[config.mk]
export PLATFORM = sky130hd
export DESIGN_NAME = counter8_step
export DESIGN_NICKNAME = d
export VERILOG_FILES = /design/src/rtl/counter8_pkg.sv /design/src/rtl/counter8_step_cla8.sv /design/src/rtl/counter8_step.sv
export SDC_FILE = /design/constraint.sdc
export NUM_CORES = 1
export LEC_CHECK = 0
export CAP_MARGIN = 0
export CELL_PAD_IN_SITES_DETAIL_PLACEMENT = 0
export CELL_PAD_IN_SITES_GLOBAL_PLACEMENT = 2
export CORE_MARGIN = 2
export CORE_UTILIZATION = 27
export DETAILED_ROUTE_END_ITERATION = 16
export GPL_TIMING_DRIVEN = 0
export PLACE_DENSITY_LB_ADDON = 0.3
export SYNTH_ARGS = -nofsm -noshare
export SYNTH_HDL_FRONTEND = slang
export SYNTH_SLANG_ARGS = --single-unit
export TNS_END_PERCENT = 100
[constraint.sdc]
create_clock -name clk -period 6.65 [get_ports clk]
set_clock_uncertainty 0.05 [all_clocks]
set_input_delay 1.33 -clock clk [delete_from_list [all_inputs] [get_ports clk]]
set_output_delay 1.33 -clock clk [all_outputs]
set_load 0.01 [all_outputs]
[src/rtl/counter8_pkg.sv]
// Shared constants for the counter8_step slice.
package counter8_pkg;

  localparam int          CNT_W    = 8;
  localparam logic        DIR_UP   = 1'b1;
  localparam logic        DIR_DN   = 1'b0;
  localparam logic [7:0]  CNT_ZERO = 8'h00;

endpackage : counter8_pkg

[src/rtl/counter8_step_cla8.sv]
// 8-bit carry-lookahead adder: two 4-bit groups.
// The group generate/propagate of the low nibble feeds the high nibble's
// carry-in directly, so the high nibble does not wait on a ripple
// through the low nibble.
module cla8
  import counter8_pkg::*;
(
  input  logic [CNT_W-1:0] a,
  input  logic [CNT_W-1:0] b,
  input  logic             ci,
  output logic [CNT_W-1:0] s,
  output logic             co
);

  logic [CNT_W-1:0] g, p;
  logic [CNT_W:0]   c;
  logic             grp_g0, grp_p0;

  assign g = a & b;
  assign p = a ^ b;

  // Low-nibble group terms; these give the carry into bit 4.
  assign grp_p0 = &p[3:0];
  assign grp_g0 = g[3] | (p[3] & g[2]) | (p[3] & p[2] & g[1]) |
                  (p[3] & p[2] & p[1] & g[0]);

  // Carry chain inside each nibble; the nibble boundary uses the group terms.
  always_comb begin
    c = '0;
    c[0] = ci;
    for (int i = 0; i < 4; i++) c[i+1] = g[i] | (p[i] & c[i]);
    c[4] = grp_g0 | (grp_p0 & ci);
    for (int i = 4; i < CNT_W; i++) c[i+1] = g[i] | (p[i] & c[i]);
  end

  assign s  = p ^ c[CNT_W-1:0];
  assign co = c[CNT_W];

endmodule : cla8

[src/rtl/counter8_step.sv]
// Registered 8-bit up/down counter with programmable step and a runtime
// inclusive wrap limit. The adder result from cla8 becomes the next count.
module counter8_step
  import counter8_pkg::*;
#(
  parameter logic [CNT_W-1:0] RESET_VAL = CNT_ZERO
) (
  input  logic             clk,
  input  logic             reset_n,
  input  logic             en,
  input  logic             up,
  input  logic [CNT_W-1:0] step,
  input  logic [CNT_W-1:0] limit,
  input  logic             load,
  input  logic [CNT_W-1:0] load_val,
  input  logic             clr_ovf,
  output logic [CNT_W-1:0] cnt,
  output logic             wrap,
  output logic             tc,
  output logic             ovf
);

  logic [CNT_W-1:0] add_b, add_s, cnt_nxt;
  logic             add_ci, add_co, wrap_evt;

  // Subtract as cnt + ~step + 1, so a clear carry-out means borrow.
  assign add_b  = (up == DIR_UP) ? step : ~step;
  assign add_ci = (up == DIR_DN);

  cla8 u_cla8 (
    .a  (cnt),
    .b  (add_b),
    .ci (add_ci),
    .s  (add_s),
    .co (add_co)
  );

  assign tc = (up == DIR_UP) ? (cnt == limit) : (cnt == CNT_ZERO);

  // Next-count select: load beats en. Overruns land at 0 going up and at
  // limit going down, and the remainder is dropped. A zero step is a plain
  // hold, even when a loaded count sits above limit.
  always_comb begin
    cnt_nxt  = cnt;
    wrap_evt = 1'b0;
    if (load) begin
      cnt_nxt = load_val;
    end else if (en && (step != CNT_ZERO)) begin
      if (up == DIR_UP) begin
        if (add_co || (add_s > limit)) begin
          cnt_nxt  = CNT_ZERO;
          wrap_evt = 1'b1;
        end else begin
          cnt_nxt = add_s;
        end
      end else begin
        if (!add_co) begin
          cnt_nxt  = limit;
          wrap_evt = 1'b1;
        end else begin
          cnt_nxt = add_s;
        end
      end
    end
  end

  // Count and flag registers. A wrap in the same cycle as clr_ovf still
  // leaves the sticky flag set.
  always_ff @(posedge clk) begin
    if (!reset_n) begin
      cnt  <= RESET_VAL;
      wrap <= 1'b0;
      ovf  <= 1'b0;
    end else begin
      cnt  <= cnt_nxt;
      wrap <= wrap_evt;
      ovf  <= wrap_evt | (ovf & ~clr_ovf);
    end
  end

endmodule : counter8_step
==> reports/qor.txt <==
outcome: finished clean
DRC Markers: 0
r2r setup slk: 1.85 ns
number of global-route vias before repair: 1328
total track usage: 15.8%
cell depth of the worst setup path: 19
height of the chip: 72.0 um
most common cell in the synthesized netlist: mux2i_1
final setup fails: 0
Worst slew margin: 64.2%
final-report max-slew violation count: 0
combinational power share: 54.2%
final wirelength: 3.78 mm
Syn Nets: 180
Tcrit/Tclk final: 93.1%
Mapped Cells: 132
FMAX: 161 MHz
Detailed Place HPWL: 3.00 mm
hold buffers post-CTS: 0
Flop pwr share: 22.9%
# IOs: 41
CTS root buf: clkbuf_8
CTS H-tree depth: 1
Die Span X: 72.0 um
number of synthesized register bits: 10
P_sw: 0.129 mW
CTS tree: built
Reg clk slew, reported paths: 0.05 ns
drt wl/cell: 16.6 um
fin nets: 224
number of cell rows: 24
post-layout min period: 6.19 ns
Seq/Total Area, Yosys: 16.0%
required time of the critical path: 6.70 ns
Pwr Density: 193 nW/um^2
first-pass GRT wire length: 6.35 mm
RSZ-0062 raised after global routing: no
Crit path max-delay family: adder cells
clock sinks: 10
n_diodes: 0
crit path to: ovf
via/cell ratio: 5.09
largest area contributor in the netlist: dfxtp_1
Pint: 0.212 mW
synth unique cells: 35
mapped cell area: 1250 um^2
share of layout cells above drive strength 1: 8.00%
mean post-synth cell area: 9.47 um^2
top-area cell type share of the netlist area: 16.0%
WP data arrival: 6.24 ns
CP max FO: 10
CP cell instances: clkbuf_2 > buf_4 > buf_4 > xnor2_1 > ha_1 > and2b_1 > o21a_1 > o21a_1 > o21ai_0 > nand2b_1 > fa_1 > fa_1 > fa_1 > fa_1 > ha_1 > nand4_1 > or4b_4 > o31ai_4 > o31ai_1
Layout Area Growth over Synthesis: 40.9%
crit path launch: up
initial antenna violation count: 0
slowest CP cell: or4b_4
drt pass-1 iters: 4
DRT iter0 DRCs: 50
hold_ws: 0.448 ns
die area: 5190 um^2
maximum buffer depth of the clock tree: 2
Reg2Reg Depth: 15
Worst R2R Start: cnt[0]
global route total overflow: 0
Initial Utilization: 28.3%
Syn. warnings: 0
clk_lat worst skew: 0.24 ns
Synth area leaders: dfxtp_1, mux2i_1, ha_1
CP most frequent cell: fa_1
most frequent cells after synthesis: mux2i_1, ha_1, xnor2_1
Util after Layout: 39.9%
Clk pwr share: 22.9%
async set or reset register ratio after synthesis: 0%
Detail Route Antenna Nets: 0
Fin. Hold Viols: 0
Sw Share: 37.8%
pin count of the biggest net entering global routing: 11
LEAKAGE: 0.712 nW
total number of vias: 1155
Hold WC Path Type: flop to flop
dominant synthesized flop cell: dfxtp_1
CORE AREA: 4410 um^2
port bufs: 39
CP Launch Type: input port
Crit. End Element: flop
Overall Power: 0.340 mW
critical path type: input port to flop
CTS Buf Count: 3
worst path bufs/invs: 3
worst slew pin tran: 0.537 ns
peak supply drop: 58.0 uV
FF-to-FF End: ovf
global placement routability congestion: 0.822
number of max-cap violations: 0
critical path's largest stage delay: 0.55 ns
Post-synth EDFFs: 0
stage by stage:
| step | setup slack [ns] | cell area [um^2] | setup TNS (ns) | std cells |
|---|---|---|---|---|
| 6_report | 0.458 | 1760 | 0 | 227 |
| 4_1_cts | 0.146 | 1770 | 0 | 227 |
| 3_5_place_dp | -0.721 | 1710 | -6.94 | 223 |
| 5_1_grt | 0.118 | 1760 | 0 | 227 |
| 2_1_floorplan | 0.737 | 1250 | 0 | 132 |
| 3_3_place_gp | -0.624 | 1710 | -6.00 | 223 |
logic make-up after synthesis:
kind of cell	Yosys count	share of synthesized area [%]
flip-flops	10	16.0
AND/OR/NAND/NOR	27	13.1
multiplexers	17	13.7
AO/OA/AOI/OAI	28	18.4
adder cells (fa/ha/maj)	18	21.6
XOR/XNOR	18	12.6
buffers and inverters	14	4.50
cell usage in the layout (no fill, tap or decap), drive strengths merged, types with 2 or more instances in the layout:
master	instances
clkdlybuf4s50	38
mux2i	16
xnor2	12
ha	12
dfxtp	10
inv	9
o32ai	7
a31o	7
xor2	6
fa	6
clkbuf	6
o21ai	4
nand3	4
nor4	4
buf	4
nand2b	3
nor2	3
a21oi	3
o21a	2
nor3	2
nor2b	2
nand4	2
o31ai	2
nand2	2
per-layer routing:
metal | share of wire [%] | wire, um | global-route usage (%) | vias up
met2 | 48 | 1800 | 27.9 | 32
met5 | 0 | 0 | 0 | -
met4 | 1.4 | 53 | 6.50 | 0
li1 | - | - | - | 575
met3 | 4.3 | 164 | 2.64 | 6
met1 | 47 | 1760 | 19.0 | 542
tightest hold or removal path, cell delays in order, from the launching register on:
cell,delay [ns]
dfxtp_1,0.31
nand3b_1,0.07
o31ai_1,0.07
power by group through the flow:
stage / clock (mW) / sequential, mW / combinational (mW)
2_1_floorplan: 0 / 0.0798 / 0.115
3_3_place_gp: 0 / 0.0791 / 0.182
3_5_place_dp: 0 / 0.0795 / 0.186
4_1_cts: 0.0801 / 0.0783 / 0.187
5_1_grt: 0.0831 / 0.0798 / 0.207
6_report: 0.0780 / 0.0779 / 0.184
what timing repair did:
action | 4_1_cts | 5_1_grt
setup endpoints to repair | 10 | 10
gates resized for setup | 4 | 3
cloned | 0 | 0
setup buffers | 0 | 0
flip-flops by register name, summed over array words and instances, names as in the netlist:
| signal | flops |
|---|---|
| wrap | 1 |
| cnt | 8 |
| ovf | 1 |
cell type report:
cell class                      instances  area [um^2]
Buffer                                  5         28.8
Clock buffer                            4         55.1
Fill cell                             443         2650
Inverter                                9         33.8
Multi-Input combinational cell        108          993
Sequential cell                        10          200
Tap cell                               52         65.1
Timing Repair Buffer                   39          385
how the worst min path moves through the flow:
stage | startpoint | endpoint | cells past startpoint
final | ovf | ovf | 2
after global routing | ovf | ovf | 2
after CTS | ovf | ovf | 2
after detailed placement | ovf | ovf | 2
after global placement | ovf | ovf | 2
after floorplan | ovf | ovf | 2
(Power assumes the default switching activity.)
